<file path="src/rtl/matrix_mult_pipe_pkg.sv">
// rtl/matrix_mult_pipe_pkg.sv - shared FSM encoding, accumulator width and saturation bounds
package matrix_mult_pipe_pkg;

    typedef enum logic [2:0] {
        IDLE  = 3'd0,
        RUN   = 3'd1,
        DRAIN = 3'd2,
        WRITE = 3'd3,
        DONE  = 3'd4
    } stateType;

    // Cycles between the last weight address issue and the last lane landing in the row buffer
    localparam int DRAIN_CYCLES = 2;

    // Lossless accumulator width: one product plus log2(N) growth bits
    function automatic int accWidth(input int iw, input int ww, input int n);
        return iw + ww + $clog2(n);
    endfunction

    function automatic longint satMax(input int ow, input bit sgn);
        return sgn ? (longint'(1) << (ow - 1)) - 1 : (longint'(1) << ow) - 1;
    endfunction

    function automatic longint satMin(input int ow, input bit sgn);
        return sgn ? -(longint'(1) << (ow - 1)) : longint'(0);
    endfunction

endpackage

</file>
<file path="src/rtl/matrix_mult_pipe_if.sv">
// rtl/matrix_mult_pipe_if.sv - completed-row write bus with ready back-pressure
interface matrix_mult_pipe_if #(
    parameter int OUTPUT_FEATURES = 8,
    parameter int OUTPUT_WIDTH    = 16,
    parameter int LOG_BATCH_SIZE  = 3
);
    logic [OUTPUT_FEATURES*OUTPUT_WIDTH-1:0] outputData;
    logic [LOG_BATCH_SIZE-1:0]               outputAddr;
    logic                                    outputWrEn;
    logic                                    outputReady;

    modport master (output outputData, output outputAddr, output outputWrEn, input outputReady);
    modport slave  (input outputData, input outputAddr, input outputWrEn, output outputReady);
endinterface

</file>
<file path="src/rtl/matrix_mult_pipe_dot_product.sv">
// rtl/matrix_mult_pipe_dot_product.sv - N-way multiply, adder tree, saturate/truncate, output register
module dot_product
    import matrix_mult_pipe_pkg::*;
#(
    parameter int INPUT_FEATURES = 4,
    parameter int INPUT_WIDTH    = 4,
    parameter int WEIGHT_WIDTH   = 8,
    parameter int OUTPUT_WIDTH   = 16,
    parameter int SIGNED         = 0,
    parameter int SATURATE       = 1
) (
    input  logic                                   clk,
    input  logic                                   rst,
    input  logic [INPUT_FEATURES*INPUT_WIDTH-1:0]  inputData,
    input  logic [INPUT_FEATURES*WEIGHT_WIDTH-1:0] weightData,
    output logic [OUTPUT_WIDTH-1:0]                result
);
    localparam int     ACC_WIDTH = accWidth(INPUT_WIDTH, WEIGHT_WIDTH, INPUT_FEATURES);
    localparam longint SAT_MAX   = satMax(OUTPUT_WIDTH, SIGNED != 0);
    localparam longint SAT_MIN   = satMin(OUTPUT_WIDTH, SIGNED != 0);

    // One extra bit so unsigned operands are carried as non-negative signed values
    logic signed [INPUT_WIDTH:0]  aExt;
    logic signed [WEIGHT_WIDTH:0] wExt;
    logic signed [ACC_WIDTH:0]    sum;
    longint                       sumLong;
    logic [OUTPUT_WIDTH-1:0]      nextResult;

    // Sum of element products, then clamp or wrap into the output width
    always_comb begin
        aExt       = '0;
        wExt       = '0;
        sum        = '0;
        for (int k = 0; k < INPUT_FEATURES; k++) begin
            aExt = {(SIGNED != 0) & inputData[k*INPUT_WIDTH + INPUT_WIDTH - 1],
                    inputData[k*INPUT_WIDTH +: INPUT_WIDTH]};
            wExt = {(SIGNED != 0) & weightData[k*WEIGHT_WIDTH + WEIGHT_WIDTH - 1],
                    weightData[k*WEIGHT_WIDTH +: WEIGHT_WIDTH]};
            sum  = sum + (ACC_WIDTH+1)'(aExt) * (ACC_WIDTH+1)'(wExt);
        end
        sumLong = longint'(sum);
        if (SATURATE != 0 && sumLong > SAT_MAX) begin
            nextResult = OUTPUT_WIDTH'(SAT_MAX);
        end else if (SATURATE != 0 && sumLong < SAT_MIN) begin
            nextResult = OUTPUT_WIDTH'(SAT_MIN);
        end else begin
            nextResult = OUTPUT_WIDTH'(sumLong);
        end
    end

    // Registered sum stage
    always_ff @(posedge clk or negedge rst) begin
        if (!rst) begin
            result <= '0;
        end else begin
            result <= nextResult;
        end
    end
endmodule

</file>
<file path="src/rtl/matrix_mult_pipe.sv">
// rtl/matrix_mult_pipe.sv - row-at-a-time C = A x B-transpose with a buffered row write-out
module matrix_mult_pipe
    import matrix_mult_pipe_pkg::*;
#(
    parameter int BATCH_SIZE          = 8,
    parameter int LOG_BATCH_SIZE      = 3,
    parameter int INPUT_FEATURES      = 4,
    parameter int OUTPUT_FEATURES     = 8,
    parameter int LOG_OUTPUT_FEATURES = 3,
    parameter int INPUT_WIDTH         = 4,
    parameter int WEIGHT_WIDTH        = 8,
    parameter int OUTPUT_WIDTH        = 16,
    parameter int SIGNED              = 0,
    parameter int SATURATE            = 1
) (
    input  logic                                   clk,
    input  logic                                   rst,
    input  logic                                   start,
    output logic                                   busy,
    output logic                                   done,
    input  logic [INPUT_FEATURES*INPUT_WIDTH-1:0]  inputData,
    input  logic [INPUT_FEATURES*WEIGHT_WIDTH-1:0] weightData,
    output logic [LOG_BATCH_SIZE-1:0]              inputAddr,
    output logic [LOG_OUTPUT_FEATURES-1:0]         weightAddr,
    matrix_mult_pipe_if.master                     outBus
);
    localparam logic [LOG_BATCH_SIZE-1:0]      LAST_ROW   = LOG_BATCH_SIZE'(BATCH_SIZE - 1);
    localparam logic [LOG_OUTPUT_FEATURES-1:0] LAST_COL   = LOG_OUTPUT_FEATURES'(OUTPUT_FEATURES - 1);
    localparam logic [1:0]                     LAST_DRAIN = 2'(DRAIN_CYCLES - 1);

    stateType                       state, nextState;
    logic [LOG_BATCH_SIZE-1:0]      row, nextRow;
    logic [LOG_OUTPUT_FEATURES-1:0] col, nextCol;
    logic [1:0]                     drainCnt, nextDrainCnt;

    logic                           memValid, sumValid;
    logic [LOG_OUTPUT_FEATURES-1:0] memCol, sumCol;
    logic [OUTPUT_WIDTH-1:0]        laneResult;
    logic [OUTPUT_WIDTH-1:0]        rowBuf [OUTPUT_FEATURES];

    assign inputAddr         = row;
    assign weightAddr        = col;
    assign outBus.outputAddr = row;

    // State and counter registers
    always_ff @(posedge clk or negedge rst) begin
        if (!rst) begin
            state    <= IDLE;
            row      <= '0;
            col      <= '0;
            drainCnt <= '0;
        end else begin
            state    <= nextState;
            row      <= nextRow;
            col      <= nextCol;
            drainCnt <= nextDrainCnt;
        end
    end

    // Next-state and control outputs
    always_comb begin
        nextState         = state;
        nextRow           = row;
        nextCol           = col;
        nextDrainCnt      = drainCnt;
        busy              = (state != IDLE);
        done              = (state == DONE);
        outBus.outputWrEn = (state == WRITE);
        case (state)
            IDLE: begin
                if (start) begin
                    nextState = RUN;
                    nextRow   = '0;
                    nextCol   = '0;
                end
            end
            RUN: begin
                if (col == LAST_COL) begin
                    nextState    = DRAIN;
                    nextCol      = '0;
                    nextDrainCnt = '0;
                end else begin
                    nextCol = col + LOG_OUTPUT_FEATURES'(1);
                end
            end
            DRAIN: begin
                if (drainCnt == LAST_DRAIN) begin
                    nextState = WRITE;
                end else begin
                    nextDrainCnt = drainCnt + 2'd1;
                end
            end
            WRITE: begin
                if (outBus.outputReady) begin
                    if (row == LAST_ROW) begin
                        nextState = DONE;
                    end else begin
                        nextRow   = row + LOG_BATCH_SIZE'(1);
                        nextState = RUN;
                    end
                end
            end
            DONE: begin
                nextState = IDLE;
                nextRow   = '0;
            end
            default: nextState = IDLE;
        endcase
    end

    // Column tag follows each issue through the memory and sum stages
    always_ff @(posedge clk or negedge rst) begin
        if (!rst) begin
            memValid <= 1'b0;
            memCol   <= '0;
            sumValid <= 1'b0;
            sumCol   <= '0;
        end else begin
            memValid <= (state == RUN);
            memCol   <= col;
            sumValid <= memValid;
            sumCol   <= memCol;
        end
    end

    dot_product #(
        .INPUT_FEATURES (INPUT_FEATURES),
        .INPUT_WIDTH    (INPUT_WIDTH),
        .WEIGHT_WIDTH   (WEIGHT_WIDTH),
        .OUTPUT_WIDTH   (OUTPUT_WIDTH),
        .SIGNED         (SIGNED),
        .SATURATE       (SATURATE)
    ) dotProduct (
        .clk        (clk),
        .rst        (rst),
        .inputData  (inputData),
        .weightData (weightData),
        .result     (laneResult)
    );

    // Row buffer: each finished dot product lands in its lane; untouched while WRITE waits
    always_ff @(posedge clk or negedge rst) begin
        if (!rst) begin
            for (int j = 0; j < OUTPUT_FEATURES; j++) begin
                rowBuf[j] <= '0;
            end
        end else if (sumValid) begin
            rowBuf[sumCol] <= laneResult;
        end
    end

    // Flatten the row buffer onto the output bus
    always_comb begin
        outBus.outputData = '0;
        for (int j = 0; j < OUTPUT_FEATURES; j++) begin
            outBus.outputData[j*OUTPUT_WIDTH +: OUTPUT_WIDTH] = rowBuf[j];
        end
    end
endmodule

</file>
<file path="src/flat_wrapper.sv">
// flat-port wrapper written by rule: the top's interface ports become plain ports
module matrix_mult_pipe_flat import matrix_mult_pipe_pkg::*;
#(
    parameter int BATCH_SIZE          = 8,
    parameter int LOG_BATCH_SIZE      = 3,
    parameter int INPUT_FEATURES      = 4,
    parameter int OUTPUT_FEATURES     = 8,
    parameter int LOG_OUTPUT_FEATURES = 3,
    parameter int INPUT_WIDTH         = 4,
    parameter int WEIGHT_WIDTH        = 8,
    parameter int OUTPUT_WIDTH        = 16,
    parameter int SIGNED              = 0,
    parameter int SATURATE            = 1
)
  (clk, rst, start, busy, done, inputData, weightData, inputAddr, weightAddr, outBus_outputData, outBus_outputAddr, outBus_outputWrEn, outBus_outputReady);
  matrix_mult_pipe_if #(.OUTPUT_FEATURES(OUTPUT_FEATURES), .OUTPUT_WIDTH(OUTPUT_WIDTH), .LOG_BATCH_SIZE(LOG_BATCH_SIZE)) outBus_i ();
  input  logic clk;
  input  logic rst;
  input  logic start;
  output logic busy;
  output logic done;
  input  logic [INPUT_FEATURES*INPUT_WIDTH-1:0] inputData;
  input  logic [INPUT_FEATURES*WEIGHT_WIDTH-1:0] weightData;
  output logic [LOG_BATCH_SIZE-1:0] inputAddr;
  output logic [LOG_OUTPUT_FEATURES-1:0] weightAddr;
  output wire logic [$bits(outBus_i.outputData)-1:0] outBus_outputData;
  output wire logic [$bits(outBus_i.outputAddr)-1:0] outBus_outputAddr;
  output wire logic [$bits(outBus_i.outputWrEn)-1:0] outBus_outputWrEn;
  input wire logic [$bits(outBus_i.outputReady)-1:0] outBus_outputReady;
  assign outBus_outputData = outBus_i.outputData;
  assign outBus_outputAddr = outBus_i.outputAddr;
  assign outBus_outputWrEn = outBus_i.outputWrEn;
  assign outBus_i.outputReady = outBus_outputReady;
  matrix_mult_pipe #(.BATCH_SIZE(BATCH_SIZE), .LOG_BATCH_SIZE(LOG_BATCH_SIZE), .INPUT_FEATURES(INPUT_FEATURES), .OUTPUT_FEATURES(OUTPUT_FEATURES), .LOG_OUTPUT_FEATURES(LOG_OUTPUT_FEATURES), .INPUT_WIDTH(INPUT_WIDTH), .WEIGHT_WIDTH(WEIGHT_WIDTH), .OUTPUT_WIDTH(OUTPUT_WIDTH), .SIGNED(SIGNED), .SATURATE(SATURATE)) u_core (.clk(clk), .rst(rst), .start(start), .busy(busy), .done(done), .inputData(inputData), .weightData(weightData), .inputAddr(inputAddr), .weightAddr(weightAddr), .outBus(outBus_i));
endmodule
</file>
<file path="config.mk">
export PLATFORM = sky130hd
export DESIGN_NAME = matrix_mult_pipe_flat
export DESIGN_NICKNAME = d
export VERILOG_FILES = /design/src/rtl/matrix_mult_pipe_pkg.sv /design/src/rtl/matrix_mult_pipe_if.sv /design/src/rtl/matrix_mult_pipe_dot_product.sv /design/src/rtl/matrix_mult_pipe.sv /design/src/flat_wrapper.sv
export SDC_FILE = /design/constraint.sdc
export NUM_CORES = 1
export LEC_CHECK = 0
export ABC_AREA = 1
export BUFFER_PORTS_ARGS = -buffer_cell sky130_fd_sc_hd__buf_2
export CAP_MARGIN = 10
export CORE_ASPECT_RATIO = 1.25
export CORE_MARGIN = 5
export CORE_UTILIZATION = 55
export CTS_BUF_LIST = sky130_fd_sc_hd__clkbuf_16
export CTS_CLUSTER_SIZE = 30
export DETAILED_ROUTE_END_ITERATION = 12
export PLACE_DENSITY = 0.75
export SETUP_SLACK_MARGIN = 0.05
export SLEW_MARGIN = 20
export SYNTH_ARGS = -nofsm -noshare
export SYNTH_HDL_FRONTEND = slang
export SYNTH_SLANG_ARGS = --single-unit
</file>
<file path="constraint.sdc">
create_clock -name clk -period 1.7 [get_ports clk]
set_clock_uncertainty 0.15 [all_clocks]
set_input_delay 0.085 -clock clk [delete_from_list [all_inputs] [get_ports clk]]
set_output_delay 0.085 -clock clk [all_outputs]
set_load 0.01 [all_outputs]
</file>
==> impl_metrics.py <==
metrics = {
    "route": {
        "viasPerCell": 5.10,
        "wl_per_cell_um": 15.9,
        "wl_mm": 25.6,
        "initialDrtViolationCount": 751,
        "drt_pass1_iterations": 5,
        "via_count": 8228,
        "drc_errors": 0,
        "ant_nets": 0,
    },
    "global_routing": {
        "antenna_found_initial": 0,
        "use_met3_pct": 3.73,
        "grt_first_pass_wirelength_mm": 40.7,
        "grtUsageTotal_pct": 24.6,
        "use_met2_pct": 44.0,
        "grt_max_degree": 37,
        "grt_most_used_layer": "met2",
        "grt_overflow": 0,
        "grtUsageMet1_pct": 30.4,
        "grt_pass1_vias": 8338,
    },
    "timing": {
        "period_share_pct": 259,
        "slew_viol_final": 0,
        "fmaxAchievable_mhz": 227,
        "period_needed_ns": 4.40,
        "hold_viol": 0,
        "tns_ns": -37.08,
        "rsz0062_at_grt": "true",
        "setup_ws_ns": -2.70,
        "setup_violations": 14,
    },
    "cts": {
        "cts_buffers": 17,
        "insertion_delay_ns": 0.42,
        "cts_root_buf": "clkbuf_16",
        "clk_path_buf_depth": 2,
        "clkSlewWorstSetupHoldPaths_ns": 0.07,
        "cts.sinks": 154,
        "tritoncts": "yes",
        "htreeDepth": 4,
    },
    "yosys": {
        "yosysSeqAreaShare_pct": 38.7,
        "synth_cell_types": 28,
        "post-synth-top-area-cell": "dfrtp_1",
        "netlist_instances": 1137,
        "synth_top_area_share_pct": 38.7,
        "synthTopCellsByArea": "dfrtp_1, fa_1, nand2_1",
        "synth_area_mm2": 0.00996,
        "avgSynthCellArea_um2": 8.76,
        "synthesis.nets": 1338,
        "yosys_warnings": 0,
        "ys_ff_latch": 154,
    },
    "die": {
        "dieWidth_um": 130,
        "start_util_pct": 55.5,
        "fp.coreArea_mm2": 0.0180,
        "die_area_mm2": 0.0209,
        "die_height_um": 160,
        "io_pins": 192,
        "row_count": 55,
    },
    "critical_path": {
        "path_cells": "buf_12 -> nand2_4 -> inv_2 -> fa_2 -> inv_2 -> fa_2 -> inv_2 -> fa_2 -> fa_2 -> fa_1 -> inv_2 -> fa_1 -> inv_2 -> ha_4 -> nand2_4 -> nor2_4 -> nor2_4 -> nand2_4 -> nand2_4 -> o21ai_4 -> nor2_1",
        "end_kind": "register",
        "cp-startpoint": "inputData[5]",
        "r2r-start": "u_core.inputAddr[1]",
        "crit_buf_inv": 6,
        "crit_family": "adder cells",
        "crit_arrival_ns": 4.54,
        "path_class": "in2reg",
        "cpMostUsedCell": "inv_2",
        "cp_max_fo": 7,
        "cp_slowest_cell": "fa_2",
        "ff2ff_path_depth": 8,
        "cp-start-kind": "input pin",
        "path_depth": 21,
        "cp_slowest_stage_delay_ns": 0.59,
        "required_ns": 1.84,
    },
    "place": {
        "globalplace.congestion": 0.872,
        "io_buffers": 191,
        "hpwl_mm": 18.9,
        "post_dp_cell_area_mm2": 0.0116,
    },
    "status": {
        "status": "finished with violations",
        "violations": "negative setup slack",
    },
    "hold_path": {
        "holdPathStages": 7,
        "hp-start": "weightData[0]",
        "hold_class": "in2reg",
    },
    "cells_and_area": {
        "nets": 1573,
        "final_cell_mix": "nand2_1, inv_1, buf_2",
        "antenna_cells": 0,
        "fillers": 1278,
        "syn2layout_area_growth_pct": 28.5,
        "final_common_cell": "nand2_1",
        "layout-drive-gt1-share_pct": 31.4,
        "fin_area_mm2": 0.0128,
    },
    "run": {
        "max-cap-violations": 0,
    },
}
[final cells by class]
| cell class | instances | area [µm²] | area share [%] |
|---|---|---|---|
| clock buffer | 17 | 425 | 3.32 |
| clock inverter | 15 | 173 | 1.35 |
| inverter | 259 | 972 | 7.59 |
| multi-input combinational | 673 | 5330 | 41.6 |
| sequential | 154 | 3850 | 30.1 |
| tap | 228 | 285 | 2.23 |
| timing repair buffer | 267 | 1760 | 13.8 |
[stage by stage]
step | hold WS, ns | utilization [%] | std cells | setup slack (ns)
3_3_place_gp | -0.148 | 64.5 | 1564 | -3.11
4_1_cts | 0.150 | 69.6 | 1607 | -2.58
6_report | 0.181 | 71.3 | 1613 | -2.70
5_1_grt | 0.214 | 71.3 | 1613 | -2.80
2_1_floorplan | -0.361 | - | 1137 | -2.93
3_5_place_dp | -0.148 | 64.5 | 1564 | -3.24
[synthesized netlist by cell type, drive strengths merged]
| cell | instances |
|---|---|
| nand2 | 305 |
| inv | 259 |
| dfrtp | 154 |
| o21ai | 112 |
| fa | 104 |
| nor2 | 47 |
| ha | 45 |
| clkbuf | 37 |
| a21oi | 22 |
| buf | 15 |
| nand3 | 15 |
| nor3 | 4 |
| xnor2 | 4 |
| nand4 | 3 |
| a22o | 2 |
| nand3b | 2 |
| or2 | 2 |
| xor2 | 2 |
| conb | 1 |
| mux2i | 1 |
| o22ai | 1 |
[worst register-to-register path: stages (launching register included)]
cell and delay, ns:
dfrtp_1 0.42, ha_2 0.22, ha_4 0.15, inv_2 0.06, nand2_2 0.06, nand2_1 0.05
nand3b_1 0.19, nand2_1 0.15, o21ai_2 0.05
[flip-flops by register name, summed over array words and instances (netlist names)]
name                      flops
u_core.dotProduct.result     15
u_core.drainCnt               2
u_core.inputAddr              3
u_core.memCol                 3
u_core.memValid               1
u_core.outBus.outputData    120
u_core.state                  3
u_core.sumCol                 3
u_core.sumValid               1
u_core.weightAddr             3
[per-layer routing]
layer	vias to the layer above	routed length, µm
met5	-	0
met4	0	767
met3	62	1540
met2	308	13600
met1	4029	9730
li1	3829	-
[logic make-up (layout without fill, tap and decap cells)]
logic type	Yosys count	in the layout	share of synthesized area (%)
and+or+nand+nor	378	378	14.8
other	1	1	0.0376
xor gates and xnor gates	6	6	0.528
buffers and inverters	311	558	12.2
AOI/OAI and AO/OA	137	138	7.05
muxes	1	1	0.100
adders and majority gates	149	149	26.6
DFF	154	154	38.7
[worst paths after layout]
path / endpoint / slack [ns]
max: u_core.dotProduct.result[11] / -2.70
min: u_core.dotProduct.result[0] / 0.18
max reg2reg: u_core.inputAddr[0] / 0.09
min reg2reg: u_core.sumCol[0] / 0.20
max in group asynchronous: u_core.outBus.outputData[119] / 0.26
min in group asynchronous: u_core.outBus.outputData[68] / 0.51
[timing repair]
action,in CTS,in global routing
cloned,1,0
setup endpoints to repair,14,21
hold endpoints to repair,160,0
gates resized for setup,72,97
hold buffers,4,0
pin swaps,41,51
setup buffers,6,6
Power is left out: the tool's default activity adds up to more than one toggle a clock period on the data nets, which glitch-free logic cannot reach.
